<file path="src/rtl/spi_txn_arbiter_pkg.sv">
`default_nettype none
// ============================================================================
// Module      : spi_txn_arbiter_pkg
// Description : Shared definitions for the SPI transaction arbiter: requester
//               count, timeout counter width, FSM state encoding and a
//               one-hot to index helper.
// Revision    : 1.0 - initial release
// ============================================================================
package spi_txn_arbiter_pkg;

  localparam int NUM_REQ   = 4;
  localparam int REQ_IDX_W = 2;
  localparam int TMO_CNT_W = 16;

  typedef enum logic [2:0] {
    ST_IDLE    = 3'd0,
    ST_ARB     = 3'd1,
    ST_LOAD    = 3'd2,
    ST_START   = 3'd3,
    ST_WAIT_RX = 3'd4,
    ST_READ    = 3'd5,
    ST_DONE    = 3'd6
  } txn_state_t;

  // Highest set bit wins; callers only ever pass a one-hot or zero vector.
  function automatic logic [REQ_IDX_W-1:0] onehot_to_idx(input logic [NUM_REQ-1:0] oh);
    logic [REQ_IDX_W-1:0] idx;
    idx = '0;
    for (int k = 0; k < NUM_REQ; k++) begin
      if (oh[k]) idx = REQ_IDX_W'(k);
    end
    return idx;
  endfunction

endpackage : spi_txn_arbiter_pkg
`default_nettype wire

</file>
<file path="src/rtl/rr_arbiter4.sv">
`default_nettype none
// ============================================================================
// Module      : rr_arbiter4
// Description : Combinational 4-way round-robin selector. Searching starts at
//               (last_grant + 1) mod 4 and wraps so the previous winner has
//               the lowest priority.
// Revision    : 1.0 - initial release
// ============================================================================
module rr_arbiter4
  import spi_txn_arbiter_pkg::*;
(
  input  logic [NUM_REQ-1:0]   i_req,
  input  logic [REQ_IDX_W-1:0] i_last_grant,
  output logic [NUM_REQ-1:0]   o_gnt
);

  // Walk the requesters in rotated order and take the first active one.
  always_comb begin
    logic                 w_found;
    logic [REQ_IDX_W-1:0] w_idx;
    o_gnt   = '0;
    w_found = 1'b0;
    w_idx   = '0;
    for (int k = 1; k <= NUM_REQ; k++) begin
      w_idx = i_last_grant + REQ_IDX_W'(k);
      if (!w_found && i_req[w_idx]) begin
        o_gnt[w_idx] = 1'b1;
        w_found      = 1'b1;
      end
    end
  end

endmodule : rr_arbiter4
`default_nettype wire

</file>
<file path="src/rtl/spi_txn_arbiter.sv">
`default_nettype none
// ============================================================================
// Module      : spi_txn_arbiter
// Description : Arbitrates four requesters onto one SPI master. Each grant
//               runs one write/start/read transaction with a receive timeout
//               and reports a one-cycle done or error pulse to the winner.
//               All master-side controls and grant outputs come from flops.
// Revision    : 1.0 - initial release
// ============================================================================
module spi_txn_arbiter
  import spi_txn_arbiter_pkg::*;
#(
  parameter int DATA_SIZE = 16,
  parameter int TIMEOUT   = 4096
) (
  input  logic                           i_sys_clk,
  input  logic                           i_sys_rst,
  input  logic [NUM_REQ-1:0]             i_req,
  input  logic [NUM_REQ*DATA_SIZE-1:0]   i_req_wdata,
  output logic [NUM_REQ-1:0]             o_gnt,
  output logic [NUM_REQ-1:0]             o_done,
  output logic [NUM_REQ-1:0]             o_err,
  output logic [DATA_SIZE-1:0]           o_rdata,
  output logic                           o_busy,
  output logic                           o_spi_csn,
  output logic [DATA_SIZE-1:0]           o_spi_data,
  output logic                           o_spi_wr,
  output logic                           o_spi_rd,
  output logic                           o_spi_start,
  output logic [REQ_IDX_W-1:0]           o_slave_addr,
  input  logic [DATA_SIZE-1:0]           i_spi_data,
  input  logic                           i_tx_ready,
  input  logic                           i_rx_ready,
  input  logic                           i_tx_error,
  input  logic                           i_rx_error
);

  localparam logic [TMO_CNT_W-1:0] c_tmo_last = TMO_CNT_W'(TIMEOUT - 1);

  txn_state_t             r_state,      w_state_nxt;
  logic [REQ_IDX_W-1:0]   r_last_grant, w_last_nxt;
  logic [TMO_CNT_W-1:0]   r_tmo_cnt,    w_tmo_nxt;
  logic [NUM_REQ-1:0]     r_gnt,        w_gnt_nxt;
  logic [NUM_REQ-1:0]     r_done,       w_done_nxt;
  logic [NUM_REQ-1:0]     r_err,        w_err_nxt;
  logic                   r_spi_wr,     w_wr_nxt;
  logic                   r_spi_rd,     w_rd_nxt;
  logic                   r_spi_start,  w_start_nxt;
  logic                   r_spi_csn,    w_csn_nxt;
  logic [DATA_SIZE-1:0]   r_spi_data,   w_data_nxt;
  logic [DATA_SIZE-1:0]   r_rdata,      w_rdata_nxt;
  logic [REQ_IDX_W-1:0]   r_slave_addr, w_addr_nxt;

  logic [NUM_REQ-1:0]     w_rr_gnt;
  logic [REQ_IDX_W-1:0]   w_rr_idx;
  logic [DATA_SIZE-1:0]   w_wdata_sel;
  logic                   w_abort;
  logic                   w_xfer_err;

  rr_arbiter4 u_rr (
    .i_req        (i_req),
    .i_last_grant (r_last_grant),
    .o_gnt        (w_rr_gnt)
  );

  assign w_rr_idx    = onehot_to_idx(w_rr_gnt);
  assign w_wdata_sel = i_req_wdata[int'(w_rr_idx)*DATA_SIZE +: DATA_SIZE];
  assign w_xfer_err  = i_tx_error | i_rx_error;

  // Next state and next values of every registered output.
  always_comb begin
    w_state_nxt = r_state;
    w_last_nxt  = r_last_grant;
    w_tmo_nxt   = r_tmo_cnt;
    w_gnt_nxt   = r_gnt;
    w_done_nxt  = '0;
    w_err_nxt   = '0;
    w_wr_nxt    = 1'b0;
    w_rd_nxt    = 1'b0;
    w_start_nxt = 1'b0;
    w_csn_nxt   = r_spi_csn;
    w_data_nxt  = r_spi_data;
    w_rdata_nxt = r_rdata;
    w_addr_nxt  = r_slave_addr;
    w_abort     = 1'b0;

    case (r_state)
      ST_IDLE: begin
        w_csn_nxt = 1'b1;
        if (|i_req) w_state_nxt = ST_ARB;
      end
      ST_ARB: begin
        // A requester that dropped before arbitration simply yields no grant.
        if (|w_rr_gnt) begin
          w_gnt_nxt   = w_rr_gnt;
          w_addr_nxt  = w_rr_idx;
          w_data_nxt  = w_wdata_sel;
          w_csn_nxt   = 1'b0;
          w_state_nxt = ST_LOAD;
        end else begin
          w_state_nxt = ST_IDLE;
        end
      end
      ST_LOAD: begin
        if (w_xfer_err) begin
          w_abort = 1'b1;
        end else if (i_tx_ready) begin
          w_wr_nxt    = 1'b1;
          w_state_nxt = ST_START;
        end
      end
      ST_START: begin
        if (w_xfer_err) begin
          w_abort = 1'b1;
        end else begin
          w_start_nxt = 1'b1;
          w_tmo_nxt   = '0;
          w_state_nxt = ST_WAIT_RX;
        end
      end
      ST_WAIT_RX: begin
        // rx_ready is tested before the timeout so it wins a tie.
        if (w_xfer_err) begin
          w_abort = 1'b1;
        end else if (i_rx_ready) begin
          w_state_nxt = ST_READ;
        end else if (r_tmo_cnt == c_tmo_last) begin
          w_abort = 1'b1;
        end else begin
          w_tmo_nxt = r_tmo_cnt + 1'b1;
        end
      end
      ST_READ: begin
        w_rd_nxt    = 1'b1;
        w_rdata_nxt = i_spi_data;
        w_state_nxt = ST_DONE;
      end
      ST_DONE: begin
        w_done_nxt  = r_gnt;
        w_last_nxt  = r_slave_addr;
        w_gnt_nxt   = '0;
        w_csn_nxt   = 1'b1;
        w_state_nxt = ST_IDLE;
      end
      default: begin
        w_state_nxt = ST_IDLE;
      end
    endcase

    if (w_abort) begin
      w_err_nxt   = r_gnt;
      w_last_nxt  = r_slave_addr;
      w_gnt_nxt   = '0;
      w_csn_nxt   = 1'b1;
      w_state_nxt = ST_IDLE;
    end
  end

  // State and output registers; reset forces the bus idle immediately.
  always_ff @(posedge i_sys_clk or posedge i_sys_rst) begin
    if (i_sys_rst) begin
      r_state      <= ST_IDLE;
      r_last_grant <= REQ_IDX_W'(NUM_REQ - 1);
      r_tmo_cnt    <= '0;
      r_gnt        <= '0;
      r_done       <= '0;
      r_err        <= '0;
      r_spi_wr     <= 1'b0;
      r_spi_rd     <= 1'b0;
      r_spi_start  <= 1'b0;
      r_spi_csn    <= 1'b1;
      r_spi_data   <= '0;
      r_rdata      <= '0;
      r_slave_addr <= '0;
    end else begin
      r_state      <= w_state_nxt;
      r_last_grant <= w_last_nxt;
      r_tmo_cnt    <= w_tmo_nxt;
      r_gnt        <= w_gnt_nxt;
      r_done       <= w_done_nxt;
      r_err        <= w_err_nxt;
      r_spi_wr     <= w_wr_nxt;
      r_spi_rd     <= w_rd_nxt;
      r_spi_start  <= w_start_nxt;
      r_spi_csn    <= w_csn_nxt;
      r_spi_data   <= w_data_nxt;
      r_rdata      <= w_rdata_nxt;
      r_slave_addr <= w_addr_nxt;
    end
  end

  assign o_gnt        = r_gnt;
  assign o_done       = r_done;
  assign o_err        = r_err;
  assign o_rdata      = r_rdata;
  assign o_busy       = (r_state != ST_IDLE);
  assign o_spi_csn    = r_spi_csn;
  assign o_spi_data   = r_spi_data;
  assign o_spi_wr     = r_spi_wr;
  assign o_spi_rd     = r_spi_rd;
  assign o_spi_start  = r_spi_start;
  assign o_slave_addr = r_slave_addr;

endmodule : spi_txn_arbiter
`default_nettype wire

</file>
<file path="config.mk">
export PLATFORM = sky130hd
export DESIGN_NAME = spi_txn_arbiter
export DESIGN_NICKNAME = d
export VERILOG_FILES = /design/src/rtl/spi_txn_arbiter_pkg.sv /design/src/rtl/rr_arbiter4.sv /design/src/rtl/spi_txn_arbiter.sv
export SDC_FILE = /design/constraint.sdc
export NUM_CORES = 1
export LEC_CHECK = 0
export BUFFER_PORTS_ARGS = -buffer_cell sky130_fd_sc_hd__buf_4
export CAP_MARGIN = 5
export CORE_MARGIN = 2
export CORE_UTILIZATION = 56
export CTS_BUF_LIST = sky130_fd_sc_hd__clkbuf_4 sky130_fd_sc_hd__clkbuf_8
export CTS_CLUSTER_DIAMETER = 200
export DETAILED_ROUTE_END_ITERATION = 10
export PLACE_DENSITY = 0.95
export SLEW_MARGIN = 0
export SYNTH_ARGS = -nofsm -noshare
export SYNTH_HDL_FRONTEND = slang
export SYNTH_SLANG_ARGS = --single-unit
</file>
<file path="constraint.sdc">
create_clock -name i_sys_clk -period 7.7 [get_ports i_sys_clk]
set_input_delay 0.77 -clock i_sys_clk [delete_from_list [all_inputs] [get_ports i_sys_clk]]
set_output_delay 0.77 -clock i_sys_clk [all_outputs]
set_load 0.01 [all_outputs]
</file>
* Yosys cells after proc, flatten, opt, wreduce, memory -nomap -nowiden
Index checks and enable logic that the tools add are counted.
Word-level totals: register bits after elaboration 71, bits in latches 0, RAM bits 0, memory bits (read-only) 0, input port bits 90, logic and storage cells 134, memories 0
Operators by class: add/subtract/negate cells 4, $mul 0, divide/modulo/power cells 0, order comparisons 8, equality and inequality tests 18, shift operators 1, multiplexer cells 61, bitwise gates (word level) 4, reductions and logical operators 25
Operators by type and width (count):
- $mux 16 | 4
- $shiftx 64x7->16 | 1
- $mux 4 | 8
- $pmux 16 s2 | 1
- $mux 1 | 24
- $mux 3 | 7
- $ne 3x3->1 const B | 7
- $pmux 3 s6 | 1
- $add 16x1->16 const B | 1
- $eq 16x12->1 const B | 1
- $lt 2x3->1 const B | 4
- $or 4x4->4 | 3
- $mux 2 | 5
- $eq 3x3->1 const B | 3
- $reduce_bool 3->1 | 3
- $bmux 1 s2 | 4
- $demux 1 s2 | 4
- $ge 2x1->1 const B | 4
- $ne 2x2->1 const B | 4
- $pmux 4 s2 | 1
- $reduce_or 4->1 | 2
- $logic_and 1x1->1 | 7
- $eq 3x2->1 const B | 2
- $reduce_and 2->1 | 3
- other kinds (11) | 17

* Logic depth before layout (Yosys ltp)
depth in word-level cells 17, gate-level depth with buffers 11, depth with buffers taken out 8

* Modules after synthesis
A second synthesis with hierarchy kept.
Unflattened totals: cell total of the unflattened synthesis 397, area, all modules 3998.8 um^2
Modules (own cells, without submodules):
- spi_txn_arbiter | instances 1, cells an instance 359, area an instance 3641.0 um^2, sequential area each 1780.5 um^2
- rr_arbiter4 | instances 1, cells an instance 38, area an instance 357.8 um^2, sequential area each 0.0 um^2

* Worst setup path before layout
Ideal clock, no wire load.
path type register to register, from register r_last_grant[0], to register r_slave_addr[0] (netlist: o_slave_addr[0]), arrival 2908 ps, slack 4667 ps, cell stages (with the launch flop) 11, period minus slack after synthesis 3033 ps, cells stage by stage dfstp_2 > inv_1 > ha_1 > mux4_2 > buf_6 > nor2b_1 > o2bb2ai_1 > nor2_2 > buf_2 > a31oi_1 > mux2_2
Between the ends: longest elaborated chain between the ends 16
Ends and longest elaborated chain:
- start, declared | RTL line spi_txn_arbiter.sv:41 | logic [REQ_IDX_W-1:0] r_last_grant, w_last_nxt;
- start signal, assigned | RTL line spi_txn_arbiter.sv:163 | r_last_grant <= REQ_IDX_W'(NUM_REQ - 1);
- start signal, assigned | RTL line spi_txn_arbiter.sv:177 | r_last_grant <= w_last_nxt;
- parallel branches: the longest is 12 deep, another holds $lt 2x3->1
- $mux 4 (*) | RTL line rr_arbiter4.sv:26 | if (!w_found && i_req[w_idx]) begin
- $mux 1 | RTL line spi_txn_arbiter_pkg.sv:30 | if (oh[k]) idx = REQ_IDX_W'(k);
- $mux 2 (2 in a row) | RTL line spi_txn_arbiter_pkg.sv:30
- end signal, assigned | RTL line spi_txn_arbiter.sv:188 | r_slave_addr <= w_addr_nxt;
- end, declared | RTL line spi_txn_arbiter.sv:52 | logic [REQ_IDX_W-1:0] r_slave_addr, w_addr_nxt;
Mark *: on every way between the ends. The select of a mux whose other input is x is not followed. A chain may end at the register's enable or synchronous reset.

* Worst setup path in the final report
Ends and elaborated chain as after synthesis.

==> impl_metrics.tcl <==
set metrics [dict create \
    die_w_um 88.15 \
    syn-num-nets 509 \
    post_cts_buffers 0 \
    routedWlPerCell_um 17.17 \
    cts-root-buf "clkbuf_8" \
    slew_headroom 0.3306 \
    grt_start_max_net_pins 72 \
    finalSetupViolations 0 \
    ios 141 \
    row_count 30 \
    area_growth_pct 31.05 \
    crit_type "flip-flop to flip-flop" \
    synth-simple-area-share 0.1931 \
    grt_pass1_vias 3631 \
    numPortBuffers 140 \
    dp_slack_ns 3.900 \
    slew_viol_final 0 \
    power-per-cell-area_nw_per_um2 403.1 \
    synth_edf_count 0 \
    crit_path_start_kind "flip-flop" \
    clk_path_buf_depth 2 \
    nets 636 \
    n_fill_cell 477 \
    drtPass1Iterations 5 \
    grt_pass1_wl_um 17240 \
    slowest_delay_ns 0.66 \
    synth_cell_types 59 \
    post-synth-top-count-cell "dfrtp_1" \
    layout-drive-gt1-share 0.3352 \
    hold_class "flip-flop to flip-flop" \
    diodes 0 \
    hp-start "o_rdata[8]$_DFFE_PP0P_" \
    critPathCaptureType "flip-flop" \
    synth_area_per_cell_um2 9.671 \
    routabilityCongestion 0.8677 \
    core_area_um2 6832 \
    finalSetupTns_ns 0 \
    seq_area_um2 1780 \
    start_util 0.5804 \
    synth_top_area_cell "dfrtp_1" \
    r2r_end "o_slave_addr[0]$_DFFE_PP0P_" \
    ant_nets 0 \
    multi_input_area_um2 1934 \
    rsz0062_at_grt "no" \
    synthAdderAreaFrac 0.02840 \
    worstMarginPinSlew_ns 1.003 \
    r2r_setup_slack_ns 3.82 \
    post-route-period-util 0.5043 \
    synth_flop_cell "dfrtp_1" \
    clock-sinks 71 \
    reg2reg_from "r_last_grant[0]$_DFFE_PP1P_" \
    cp_slowest_cell "dfstp_2" \
    synth_commonest_cells "dfrtp_1 (68), nand2_1 (61), a21oi_1 (30)" \
    required_ns 7.92 \
    crit_fanout 22 \
    synth_xor_area_frac 0.01104 \
    cts_resized 0 \
    crit_chain "inv_1, ha_1, mux4_2, nor4b_4, and2_1, nor2_2, a31oi_1, mux2_2" \
    grtUsageTotal 0.2857 \
    synth_area_um2 3965 \
    ys_seq_area_frac 0.4490 \
    worstSkewPairLatency_ns 0.33 \
    min_path_cells 2 \
    p_leak_nw 2.535 \
    ir_worst_vdd_mv 0.2571 \
    synth_warnings 0 \
    period_minus_slack_ns 3.883 \
    ys_seq_elements 71 \
    drc 0 \
    synth-compound-area-share 0.2269 \
    hold_end "o_rdata[8]$_DFFE_PP0P_" \
    grt-ovfl-total 0 \
    antenna_found_initial 0 \
    synth_cells 410 \
    outcome "finished clean" \
    vias 3811 \
    viasPerCell 5.992 \
    muxShareOfSynthArea 0.02840 \
    finalWirelength_um 10920 \
    cts_tree "yes" \
    worstPathArrival_ns 4.11 \
    hold_viol 0 \
    die_h_um 88.15 \
    clkTransAtPathRegs_ns 0.07 \
    rr_worst_depth 8 \
    synthTopCellsByArea "dfrtp_1 (43%), nand2_1 (5.8%), a21oi_1 (3.8%)" \
    fin_util 0.7606 \
    htreeDepth 3 \
    fin_skew_ns 0.009853 \
    synth.top_cell.area_share 0.4292 \
    drtIter0Drc 239 \
    hpwl_um 7861 \
    maxCapViolCount 0 \
    fmax_ghz 0.2575 \
    layout_setup_ws_ns 3.817 \
    async_flop_share 1.000 \
    synth_top_family_by_area "compound AO/OA/AOI/OAI gates" \
    cts_made_buffers 9 \
    dieArea_um2 7770 \
    holdBufCountCts 0 \
]
## layer usage
metal  track usage  up-vias  wire [um]
met4       0.07025        0        201
met2        0.4910      219       5661
li1              -     1738          -
met3       0.06880       22        893
met1        0.3666     1832       4162
met5             0        -          0
## power by group
| part | switching (mW) | internal (mW) |
|---|---|---|
| registers | 0.109 | 0.511 |
| clock network | 0.125 | 0.138 |
| logic | 0.689 | 0.524 |
| total | 0.922 | 1.17 |
## logic make-up (layout without fill, tap and decap cells)
kind of cell               count (synthesis)  after routing
and+or+nand+nor                          142            142
AOI/OAI and AO/OA                        120            120
DFF                                       71             71
buffers and inverters                     57            187
adders and majority gates                  9              9
muxes                                      6              6
xor gates and xnor gates                   5              5
## cells in the final DEF, fill, tap and decap left out, types with 5 or more instances in the layout
master and n:
dfrtp_1 68, o21ai_0 14, and3_1 5, nand2_1 61, a32oi_1 16, buf_4 144, nor2_1 10, or3_1 8
inv_1 27, a211oi_1 5, a21oi_1 30, and2_1 10, a211o_1 16, clkbuf_8 11, o221ai_1 16, nor2b_1 19
ha_1 9
## worst max-delay path: cells and delay by family, from the launching register on
| kind | cells | cell delay (ns) |
|---|---|---|
| buffers and inverters | 1 | 0.15 |
| AO/OA/AOI/OAI | 1 | 0.33 |
| flip-flops | 1 | 0.66 |
| adder cells (fa/ha/maj) | 1 | 0.35 |
| multiplexers | 2 | 0.82 |
| AND/OR/NAND/NOR | 3 | 1.44 |
## layout make-up
| class | instances | share of cell area |
|---|---|---|
| Clock buffer | 13 | 0.03203 |
| Clock inverter | 1 | 0.0009632 |
| Inverter | 29 | 0.02095 |
| Multi-Input combinational cell | 282 | 0.3723 |
| Sequential cell | 71 | 0.3426 |
| Tap cell | 96 | 0.02312 |
| Timing Repair Buffer | 144 | 0.2080 |
## stage by stage
| step | instances | hold WS (ns) | cell area, um^2 | power, mW |
|---|---|---|---|---|
| floorplan | 410 | 0.4921 | 3965 | 1.446 |
| global placement | 622 | 0.4596 | 5025 | 1.753 |
| detailed placement | 622 | 0.4681 | 5025 | 1.813 |
| CTS | 636 | 0.4800 | 5196 | 2.084 |
| global route | 636 | 0.5018 | 5196 | 2.226 |
| finish | 636 | 0.4784 | 5196 | 2.095 |
## state kept, by name, indices dropped and copies added (netlist names)
register / flops
o_err: 4
o_spi_rd: 1
o_slave_addr: 2
o_spi_data: 16
o_done: 4
r_last_grant: 2
o_spi_wr: 1
o_spi_start: 1
o_gnt: 4
r_tmo_cnt: 16
r_state: 3
o_rdata: 16
o_spi_csn: 1
## worst max path at each step
stage                                startpoint                           to  cells past startpoint
finish              r_last_grant[0]$_DFFE_PP1P_  o_slave_addr[0]$_DFFE_PP0P_                      8
floorplan           r_last_grant[0]$_DFFE_PP1P_  o_slave_addr[0]$_DFFE_PP0P_                     10
global route        r_last_grant[0]$_DFFE_PP1P_  o_slave_addr[0]$_DFFE_PP0P_                      8
detailed placement  r_last_grant[0]$_DFFE_PP1P_        o_spi_csn$_DFFE_PP1P_                      8
global placement    r_last_grant[0]$_DFFE_PP1P_        o_spi_csn$_DFFE_PP1P_                      8
CTS                 r_last_grant[0]$_DFFE_PP1P_  o_slave_addr[0]$_DFFE_PP0P_                      8
Note: power is estimated with default switching activity, not from simulation.
